File: config.mk
export PLATFORM = sky130hd
export DESIGN_NAME = exec_alu_unit
export DESIGN_NICKNAME = d
export VERILOG_FILES = /design/src/rtl/rv32_exec_pkg.sv /design/src/rtl/exec_serial_shifter.sv /design/src/rtl/exec_alu_unit.sv
export SDC_FILE = /design/constraint.sdc
export NUM_CORES = 1
export LEC_CHECK = 0
export CORE_ASPECT_RATIO = 0.7
export CORE_MARGIN = 2
export CORE_UTILIZATION = 45
export DETAILED_ROUTE_END_ITERATION = 10
export DONT_BUFFER_PORTS = 1
export MAX_ROUTING_LAYER = met4
export PLACE_DENSITY = 0.62
export REMOVE_ABC_BUFFERS = 1
export SLEW_MARGIN = 20
export SYNTH_ARGS = -nofsm -noshare
export SYNTH_HDL_FRONTEND = slang
export SYNTH_HIERARCHICAL = 1
export SYNTH_SLANG_ARGS = --single-unit
File: constraint.sdc
create_clock -name CLK -period 2.8 [get_ports CLK]
set_input_delay 0.14 -clock CLK [delete_from_list [all_inputs] [get_ports CLK]]
set_output_delay 0.14 -clock CLK [all_outputs]
set_load 0.01 [all_outputs]
File: src/rtl/rv32_exec_pkg.sv
// Shared constants for the RV32I integer execute stage: op-enable bit indices,
// operand-select masks and the execute FSM state type.
package rv32_exec_pkg;

    localparam int XLEN     = 32;
    localparam int ALU_OP_W = 24;

    localparam int OP_ADD   = 0;
    localparam int OP_SUB   = 1;
    localparam int OP_SLT   = 2;
    localparam int OP_SLTU  = 3;
    localparam int OP_AND   = 4;
    localparam int OP_OR    = 5;
    localparam int OP_XOR   = 6;
    localparam int OP_SLL   = 7;
    localparam int OP_SRL   = 8;
    localparam int OP_SRA   = 9;
    localparam int OP_ADDI  = 10;
    localparam int OP_SLTI  = 11;
    localparam int OP_SLTIU = 12;
    localparam int OP_ANDI  = 13;
    localparam int OP_ORI   = 14;
    localparam int OP_XORI  = 15;
    localparam int OP_SLLI  = 16;
    localparam int OP_SRLI  = 17;
    localparam int OP_SRAI  = 18;
    localparam int OP_LUI   = 19;
    localparam int OP_AUIPC = 20;
    localparam int OP_NOP   = 21;

    // Enables whose second operand comes from the immediate.
    localparam logic [ALU_OP_W-1:0] I_TYPE_MASK =
        (ALU_OP_W'(1) << OP_ADDI)  | (ALU_OP_W'(1) << OP_SLTI) |
        (ALU_OP_W'(1) << OP_SLTIU) | (ALU_OP_W'(1) << OP_ANDI) |
        (ALU_OP_W'(1) << OP_ORI)   | (ALU_OP_W'(1) << OP_XORI) |
        (ALU_OP_W'(1) << OP_SLLI)  | (ALU_OP_W'(1) << OP_SRLI) |
        (ALU_OP_W'(1) << OP_SRAI);

    // Enables that write a destination register (everything except nop and spares).
    localparam logic [ALU_OP_W-1:0] WB_MASK = (ALU_OP_W'(1) << (OP_AUIPC + 1)) - 1;

    typedef enum logic {
        IDLE  = 1'b0,
        SHIFT = 1'b1
    } exec_state_t;

endpackage

File: src/rtl/exec_serial_shifter.sv
// One-bit-per-cycle shifter; done is asserted in the last shifting cycle with
// result carrying the final shifted value, so the caller can register it directly.
module exec_serial_shifter #(
    parameter int W = 32
) (
    input  logic         clk,
    input  logic         rst_n,
    input  logic         load,
    input  logic         dir,
    input  logic         arith,
    input  logic [W-1:0] operand,
    input  logic [4:0]   shamt,
    input  logic         flush,
    output logic         busy,
    output logic         done,
    output logic [W-1:0] result
);

    logic [W-1:0] acc_reg;
    logic [W-1:0] acc_next;
    logic [4:0]   cnt_reg;
    logic         dir_reg;
    logic         arith_reg;
    logic         busy_reg;

    // dir: 0 = left, 1 = right; arith replicates the sign bit on right shifts.
    assign acc_next = dir_reg ? {arith_reg & acc_reg[W-1], acc_reg[W-1:1]}
                              : {acc_reg[W-2:0], 1'b0};

    assign busy   = busy_reg;
    assign done   = busy_reg && (cnt_reg == 5'd1);
    assign result = acc_next;

    always_ff @(posedge clk or negedge rst_n) begin
        if (!rst_n) begin
            acc_reg   <= '0;
            cnt_reg   <= '0;
            dir_reg   <= 1'b0;
            arith_reg <= 1'b0;
            busy_reg  <= 1'b0;
        end else if (flush) begin
            cnt_reg  <= '0;
            busy_reg <= 1'b0;
        end else if (load && !busy_reg && (shamt != 5'd0)) begin
            acc_reg   <= operand;
            cnt_reg   <= shamt;
            dir_reg   <= dir;
            arith_reg <= arith;
            busy_reg  <= 1'b1;
        end else if (busy_reg) begin
            acc_reg <= acc_next;
            cnt_reg <= cnt_reg - 5'd1;
            if (cnt_reg == 5'd1) begin
                busy_reg <= 1'b0;
            end
        end
    end

endmodule

File: src/rtl/exec_alu_unit.sv
// RV32I integer execute unit: operand select, ALU, optional serial shifter and a
// registered writeback packet with a one-cycle valid pulse.
module exec_alu_unit #(
    parameter int XLEN       = 32,
    parameter int FAST_SHIFT = 0
) (
    input  logic                               CLK,
    input  logic                               RSTN,
    input  logic                               dec_funct_vld,
    input  logic [rv32_exec_pkg::ALU_OP_W-1:0] alu_op_oh,
    input  logic [XLEN-1:0]                    rs1_data,
    input  logic [XLEN-1:0]                    rs2_data,
    input  logic [XLEN-1:0]                    imm,
    input  logic [XLEN-1:0]                    pc,
    input  logic [4:0]                         rd_addr,
    input  logic                               ex_flush,
    output logic                               ex_rdy,
    output logic                               ex_vld,
    output logic                               ex_rd_we,
    output logic [4:0]                         ex_rd_addr,
    output logic [XLEN-1:0]                    ex_rd_data,
    output logic                               ex_illegal
);
    import rv32_exec_pkg::*;

    exec_state_t     state;
    logic [4:0]      pend_addr_reg;
    logic            pend_we_reg;

    logic [XLEN-1:0] opb;
    logic [XLEN-1:0] alu_res;
    logic [XLEN-1:0] shift_res;
    logic [4:0]      shamt;
    logic            legal;
    logic            writes;
    logic            is_sll;
    logic            is_srl;
    logic            is_sra;
    logic            is_shift;
    logic            lt_s;
    logic            lt_u;
    logic            accept;
    logic            serial_start;
    logic            sh_busy;
    logic            sh_done;
    logic [XLEN-1:0] sh_result;

    assign ex_rdy = (state == IDLE);
    assign accept = dec_funct_vld && ex_rdy && !ex_flush;

    assign opb    = |(alu_op_oh & I_TYPE_MASK) ? imm : rs2_data;
    assign shamt  = opb[4:0];
    assign legal  = (alu_op_oh != '0) && ((alu_op_oh & (alu_op_oh - ALU_OP_W'(1))) == '0);
    assign writes = legal && |(alu_op_oh & WB_MASK);

    assign is_sll   = alu_op_oh[OP_SLL] | alu_op_oh[OP_SLLI];
    assign is_srl   = alu_op_oh[OP_SRL] | alu_op_oh[OP_SRLI];
    assign is_sra   = alu_op_oh[OP_SRA] | alu_op_oh[OP_SRAI];
    assign is_shift = is_sll | is_srl | is_sra;

    assign lt_s = $signed(rs1_data) < $signed(opb);
    assign lt_u = rs1_data < opb;

    assign serial_start = (FAST_SHIFT == 0) && legal && is_shift && (shamt != 5'd0);

    generate
        if (FAST_SHIFT != 0) begin : gen_fast
            always_comb begin
                shift_res = rs1_data;
                if (is_sll)      shift_res = rs1_data << shamt;
                else if (is_srl) shift_res = rs1_data >> shamt;
                else if (is_sra) shift_res = XLEN'($signed(rs1_data) >>> shamt);
            end
            assign sh_busy   = 1'b0;
            assign sh_done   = 1'b0;
            assign sh_result = '0;
        end else begin : gen_serial
            // Only zero-length shifts complete in one cycle; they pass rs1 through.
            assign shift_res = rs1_data;
            exec_serial_shifter #(.W(XLEN)) u_shifter (
                .clk     (CLK),
                .rst_n   (RSTN),
                .load    (accept && serial_start),
                .dir     (!is_sll),
                .arith   (is_sra),
                .operand (rs1_data),
                .shamt   (shamt),
                .flush   (ex_flush),
                .busy    (sh_busy),
                .done    (sh_done),
                .result  (sh_result)
            );
        end
    endgenerate

    always_comb begin
        alu_res = '0;
        if (alu_op_oh[OP_ADD] | alu_op_oh[OP_ADDI])        alu_res = rs1_data + opb;
        else if (alu_op_oh[OP_SUB])                        alu_res = rs1_data - opb;
        else if (alu_op_oh[OP_SLT] | alu_op_oh[OP_SLTI])   alu_res = {{(XLEN-1){1'b0}}, lt_s};
        else if (alu_op_oh[OP_SLTU] | alu_op_oh[OP_SLTIU]) alu_res = {{(XLEN-1){1'b0}}, lt_u};
        else if (alu_op_oh[OP_AND] | alu_op_oh[OP_ANDI])   alu_res = rs1_data & opb;
        else if (alu_op_oh[OP_OR] | alu_op_oh[OP_ORI])     alu_res = rs1_data | opb;
        else if (alu_op_oh[OP_XOR] | alu_op_oh[OP_XORI])   alu_res = rs1_data ^ opb;
        else if (is_shift)                                 alu_res = shift_res;
        else if (alu_op_oh[OP_LUI])                        alu_res = imm;
        else if (alu_op_oh[OP_AUIPC])                      alu_res = pc + imm;
    end

    always_ff @(posedge CLK or negedge RSTN) begin
        if (!RSTN) begin
            state         <= IDLE;
            ex_vld        <= 1'b0;
            ex_rd_we      <= 1'b0;
            ex_illegal    <= 1'b0;
            ex_rd_addr    <= '0;
            ex_rd_data    <= '0;
            pend_addr_reg <= '0;
            pend_we_reg   <= 1'b0;
        end else begin
            ex_vld     <= 1'b0;
            ex_rd_we   <= 1'b0;
            ex_illegal <= 1'b0;
            case (state)
                IDLE: begin
                    if (accept) begin
                        if (serial_start) begin
                            state         <= SHIFT;
                            pend_addr_reg <= rd_addr;
                            pend_we_reg   <= (rd_addr != 5'd0);
                        end else begin
                            ex_vld     <= 1'b1;
                            ex_illegal <= !legal;
                            ex_rd_we   <= writes && (rd_addr != 5'd0);
                            ex_rd_addr <= rd_addr;
                            ex_rd_data <= writes ? alu_res : '0;
                        end
                    end
                end
                SHIFT: begin
                    if (ex_flush) begin
                        state <= IDLE;
                    end else if (sh_done) begin
                        state      <= IDLE;
                        ex_vld     <= 1'b1;
                        ex_rd_we   <= pend_we_reg;
                        ex_rd_addr <= pend_addr_reg;
                        ex_rd_data <= sh_result;
                    end
                end
                default: state <= IDLE;
            endcase
        end
    end

    // Decode must not offer an op while a shift is in progress; it would be lost.
    a_no_drop: assert property (@(posedge CLK) disable iff (!RSTN)
        !(dec_funct_vld && !ex_rdy && !ex_flush));

    a_shift_tracks: assert property (@(posedge CLK) disable iff (!RSTN)
        (state == SHIFT) |-> sh_busy);

endmodule

# Yosys cells after proc, flatten, opt, wreduce, memory -nomap -nowiden
# Index checks and enable logic that the tools add are counted.
# W data, S select, Z words.
classes:
  magnitude_cmp: 2
  n_reduce_logical: 27
  mux: 50
  n_addsub: 5
  eq_ne: 5
  bitwise_logic: 18
op_table:
  columns: ["op", "n"]
  rows:
  - ["$mux W32", 19]
  - ["$add A32 B32 Y32", 2]
  - ["$lt A32 B32 Y1", 2]
  - ["$pmux W32 S2", 1]
  - ["$mux W5", 7]
  - ["$and A32 B32 Y32", 1]
  - ["$or A32 B32 Y32", 1]
  - ["$sub A32 B32 Y32", 1]
  - ["$xor A32 B32 Y32", 1]
  - ["$and A24 B24 Y24", 1]
  - ["$logic_not A24 Y1", 1]
  - ["$reduce_bool A24 Y1", 1]
  - ["$sub A24 B1 Y24 const B", 1]
  - ["$reduce_or A21 Y1", 1]
  - ["$mux W1", 19]
  - ["$logic_and A1 B1 Y1", 11]
  - ["$or A1 B1 Y1", 11]
  - ["$pmux W5 S2", 1]
  - ["$reduce_bool A5 Y1", 2]
  - ["$reduce_or A9 Y1", 1]
  - ["$pmux W1 S2", 3]
  - ["$eq A5 B1 Y1 const B", 1]
  - ["$sub A5 B1 Y5 const B", 1]
  - ["$logic_not A1 Y1", 4]
  - ["9 further kinds", 13]
totals:
  input_bits: 161
  output_inout_bits: 41
  reg_bits: 87

# Logic depth before layout (Yosys ltp)
logic_depth:
  depth_word: 15
  mapped_depth: 17
  depth_no_buf: 16

# By module
# The synthesis kept the hierarchy.
by_module_without_submodules:
  columns: ["module", "n_inst", "seq_area_each_um2", "cells_per_inst", "area_per_inst_um2"]
  rows:
  - ["exec_alu_unit", 1, 1176.1, 1463, 10333.7]
  - ["exec_serial_shifter", 1, 1001.0, 221, 2406.1]

# Worst setup path before layout
# No wires, ideal clock.
synth_path:
  kind: "input-to-reg"
  startpoint: "input alu_op_oh[18] in the netlist's numbering"
  endpoint: "register ex_rd_data[30]"
  path_buffers: 2
  arrival_ns: 4.066
  required_ns: 2.718
  path_slack_ns: -1.348
  cell_stages: 17
  cell_sequence: "nor3_1 -> nand3_1 -> clkbuf_1 -> mux2_2 -> inv_1 -> ha_1 -> buf_4 -> or4_4 -> nor3_2 -> and4_1 -> nor4_1 -> a211o_1 -> o211a_1 -> or4b_1 -> a21oi_1 -> nor3_1 -> a31oi_1"
synth_via:
  elab_chain_len: 14
  word_cells_on_any_way: 33
  cone_classes: "3 x add/sub; 1 x eq/ne; 13 x mux; 6 x bitwise; 10 x reduce/logical"
synth_lines:
  columns: ["element", "line_no", "text"]
  rows:
  - ["from (decl)", "exec_alu_unit.sv:10", "input logic [rv32_exec_pkg::ALU_OP_W-1:0] alu_op_oh,"]
  - ["branches (longest 14 deep; another with $sub A32 B32 Y32)", null, null]
  - ["to (signal assigned)", "exec_alu_unit.sv:136", "ex_rd_data <= writes ? alu_res : '0;"]
  - ["to (signal assigned)", "exec_alu_unit.sv:148", "ex_rd_data <= sh_result;"]
  - ["to (decl)", "exec_alu_unit.sv:21", "output logic [XLEN-1:0] ex_rd_data,"]
# Several ways; the timed one is not identified. The select of a mux whose other input is x is not followed.
# A chain may end at the register's enable or synchronous reset.

# Worst setup path after layout
layout_path:
  startpoint: "input alu_op_oh[13] in the netlist's numbering"
  endpoint: "register ex_rd_data[30]"
layout_via:
  elab_chain_len: 14
  word_cells_on_any_way: 31
  cone_classes: "3 x add/sub; 1 x eq/ne; 12 x mux; 5 x bitwise; 10 x reduce/logical"
layout_lines:
  columns: ["element"]
  rows:
  - ["branches (longest 14 deep; another with $sub A32 B32 Y32)"]
# Several ways; the timed one is not identified. The select of a mux whose other input is x is not followed.

==> qor.csv <==
metric;value;unit
status;complete, but fails checks;
violations;hold timing, setup timing;
fmax;277;MHz
use_met3;0.0882;
cts_buffers;9;
finalMaxSlewViolations;0;
power_density;292;nW/µm²
grt-ovfl-total;0;
met2_usage;0.574;
p_seq_frac;0.263;
grt_pass1_wl;85.4;mm
drive_gt1_frac;0.293;
io_pins;202;
cp_max_fo;13;
fin_crit_sh;1.29;
synthCells;1684;
drtIter0Drc;1865;
tightest_slew;809;ps
relSlewSlack;0.460;
seq_area;2180;µm²
hold_violations;1;
pre_cts_ws;-1520;ps
maxCapViolCount;0;
required;3100;ps
p_sw_frac;0.394;
wl_per_cell;24.5;µm
report.power.total;4.95;mW
async_reset_ff_frac;1.00;
gr-max-usage-layer;met2;
hold_slack;-6.17;ps
drc;0;
antenna_found_initial;3;
multi_input_area;10400;µm²
io_buffers;0;
ff2ff_path_depth;9;
setup_viol_count_final;27;
wl;57.8;mm
clock_tree.buffer_depth;2;
hold_path_depth;2;
pwr-share-comb;0.483;
globalRouteTotalUtil;0.393;
firstDrtPassIters;5;
die_y;145;µm
area_growth;33.0;%
avgSynthCellArea;7.57;µm²
via_per_inst;6.33;
antenna_left;0;
globalRouteMet1Util;0.523;
worstSetupEndpointType;flip-flop;
dp_hpwl;44.2;mm
synthDistinctLibCells;87;
clock_latency;380;ps
p_sw;1.95;mW
die_area;29700;µm²
rrSetupSlack;20;ps
synth_seq_cells;87;
fin_worst_skew;11.9;ps
n_fill_cell;2533;
core_region_area;27800;µm²
cts.sinks;87;
yosys.area.top_type;dfrtp_1;
hp-class;in -> reg;
intPower;3.00;mW
nets;2268;
crit_type;in -> reg;
fin_setup_tns;-13290;ps
arrival;3920;ps
power.leakage;7.77;nW
synth_edf_count;0;
initial_core_util;0.458;
place_congestion;1.04;
htree_levels;3;
clkPwrFrac;0.254;
grt_setup_unrepaired;true;
grt_max_degree;88;
rows;51;
crit_path_start_kind;input port;
synth_ff_type;dfrtp_1;
synth.top_cells.by_area;dfrtp_1 17%, ha_1 13%, a21oi_1 6.0%;
period_needed;3610;ps
ir_worst_vdd;318;µV
grt_pass1_vias;14000;
ctsRootBufferMaster;clkbuf_16;
netlist_area;12700;µm²
clkSlewWorstSetupHoldPaths;80;ps
ys_seq_area_frac;0.171;
synth_top_area_frac;0.171;
yosys_warnings;6;
num_vias;14900;
die_w;205;µm
cts_tree;done;
fin_ws;-813;ps
## timing repair
item | 4_1_cts | 5_1_grt
setup buffers | 5 | 2
hold buffers | 44 | 0
pin swaps | 9 | 11
endpoints found under the setup margin | 29 | 51
endpoints found under the hold margin | 137 | 0
resized for setup | 74 | 74
## logic make-up (layout without fill, tap and decap cells)
kind of cell	count (synthesis)	count (layout)	share of synthesized area
XOR/XNOR	52	52	0.0357
multiplexers	109	109	0.0921
AND/OR/NAND/NOR	464	464	0.173
AO/OA/AOI/OAI	618	618	0.324
buffers and inverters	219	515	0.0700
flip-flops	87	87	0.171
other	0	3	0
adder cells (fa/ha/maj)	135	135	0.134
## area by class of cell
| class | instances | area share |
|---|---|---|
| Multi-Input combinational cell | 1378 | 0.614 |
| Timing Repair Buffer | 391 | 0.189 |
| Sequential cell | 87 | 0.129 |
| Tap cell | 371 | 0.0274 |
| Inverter | 108 | 0.0239 |
| Clock buffer | 9 | 0.0133 |
| Clock inverter | 7 | 0.00332 |
| Antenna cell | 3 | 0.000443 |
## Yosys cell counts (12+ instances only)
library cell	instances
a2111oi_0	14
a211oi_1	29
a21o_1	34
a21oi_1	152
a221o_1	15
a221oi_1	28
a31oi_1	24
and3_1	22
clkbuf_1	88
dfrtp_1	87
ha_1	129
inv_1	108
mux2_2	64
mux2i_1	43
nand2_1	167
nand2b_1	18
nand3_1	34
nor2_1	112
nor2b_1	13
nor3_1	25
o211ai_1	27
o21a_1	22
o21ai_0	108
o21ai_1	25
o21ai_2	16
o221ai_1	13
o31ai_1	16
or2_2	12
xnor2_1	35
xor2_1	17
## metrics by stage
stage           util  std cells  area [µm²]
4_1_cts        0.595       2349       16600
2_1_floorplan      -       1573       12300
3_3_place_gp   0.554       2284       15400
6_report       0.609       2354       16900
3_5_place_dp   0.554       2284       15400
5_1_grt        0.609       2354       16900
## critical path: stages
cell     delay [ps]
nor4_4          310
nand3_2         130
buf_12          180
mux2_2          290
inv_1            80
ha_1            240
or4_4           560
nor3_4          220
and4_1          230
nor4_2           70
a211o_1         320
o211a_4         270
or4b_1          470
a21oi_1         160
nor3_1           60
a31oi_1         160
## power groups by stage
stage                     Sequential, mW  Clock, mW  Combinational [mW]
after floorplan                     1.32          0                1.17
after global placement              1.33          0                2.05
after detailed placement            1.33          0                2.06
after CTS                           1.30       1.28                2.24
after global routing                1.30       1.32                2.57
final                               1.30       1.26                2.39
## worst paths after layout
kind                                                      start                               end
worst max-delay path                              alu_op_oh[13]                    ex_rd_data[30]
worst min-delay path                               alu_op_oh[1]                    ex_rd_data[24]
worst max register to register  gen_serial.u_shifter/cnt_reg[2]                    ex_rd_data[29]
worst min register to register                 pend_addr_reg[0]                  pend_addr_reg[0]
max in group asynchronous                                  RSTN  gen_serial.u_shifter/acc_reg[27]
min in group asynchronous                                  RSTN  gen_serial.u_shifter/acc_reg[11]
## layer usage
layer / vias to the layer above / routed length (µm)
met5: - / 0
met4: 0 / 2300
met3: 120 / 6140
met2: 797 / 24600
met1: 7191 / 24800
li1: 6804 / -
## cells in the final DEF (no fill, tap or decap), drive strengths merged, types with 17 or more instances in the layout
| cell type | instances |
|---|---|
| buf | 348 |
| nand2 | 167 |
| a21oi | 152 |
| o21ai | 149 |
| ha | 129 |
| nor2 | 114 |
| inv | 110 |
| dfrtp | 87 |
| mux2 | 66 |
| dlygate4sd3 | 43 |
| mux2i | 43 |
| xnor2 | 35 |
| a21o | 34 |
| nand3 | 34 |
| a211oi | 29 |
| a221oi | 28 |
| nor3 | 28 |
| o211ai | 27 |
| a31oi | 24 |
| and3 | 22 |
| o21a | 22 |
| nand2b | 18 |
| o31ai | 18 |
| xor2 | 17 |
(Power assumes the default switching activity.)
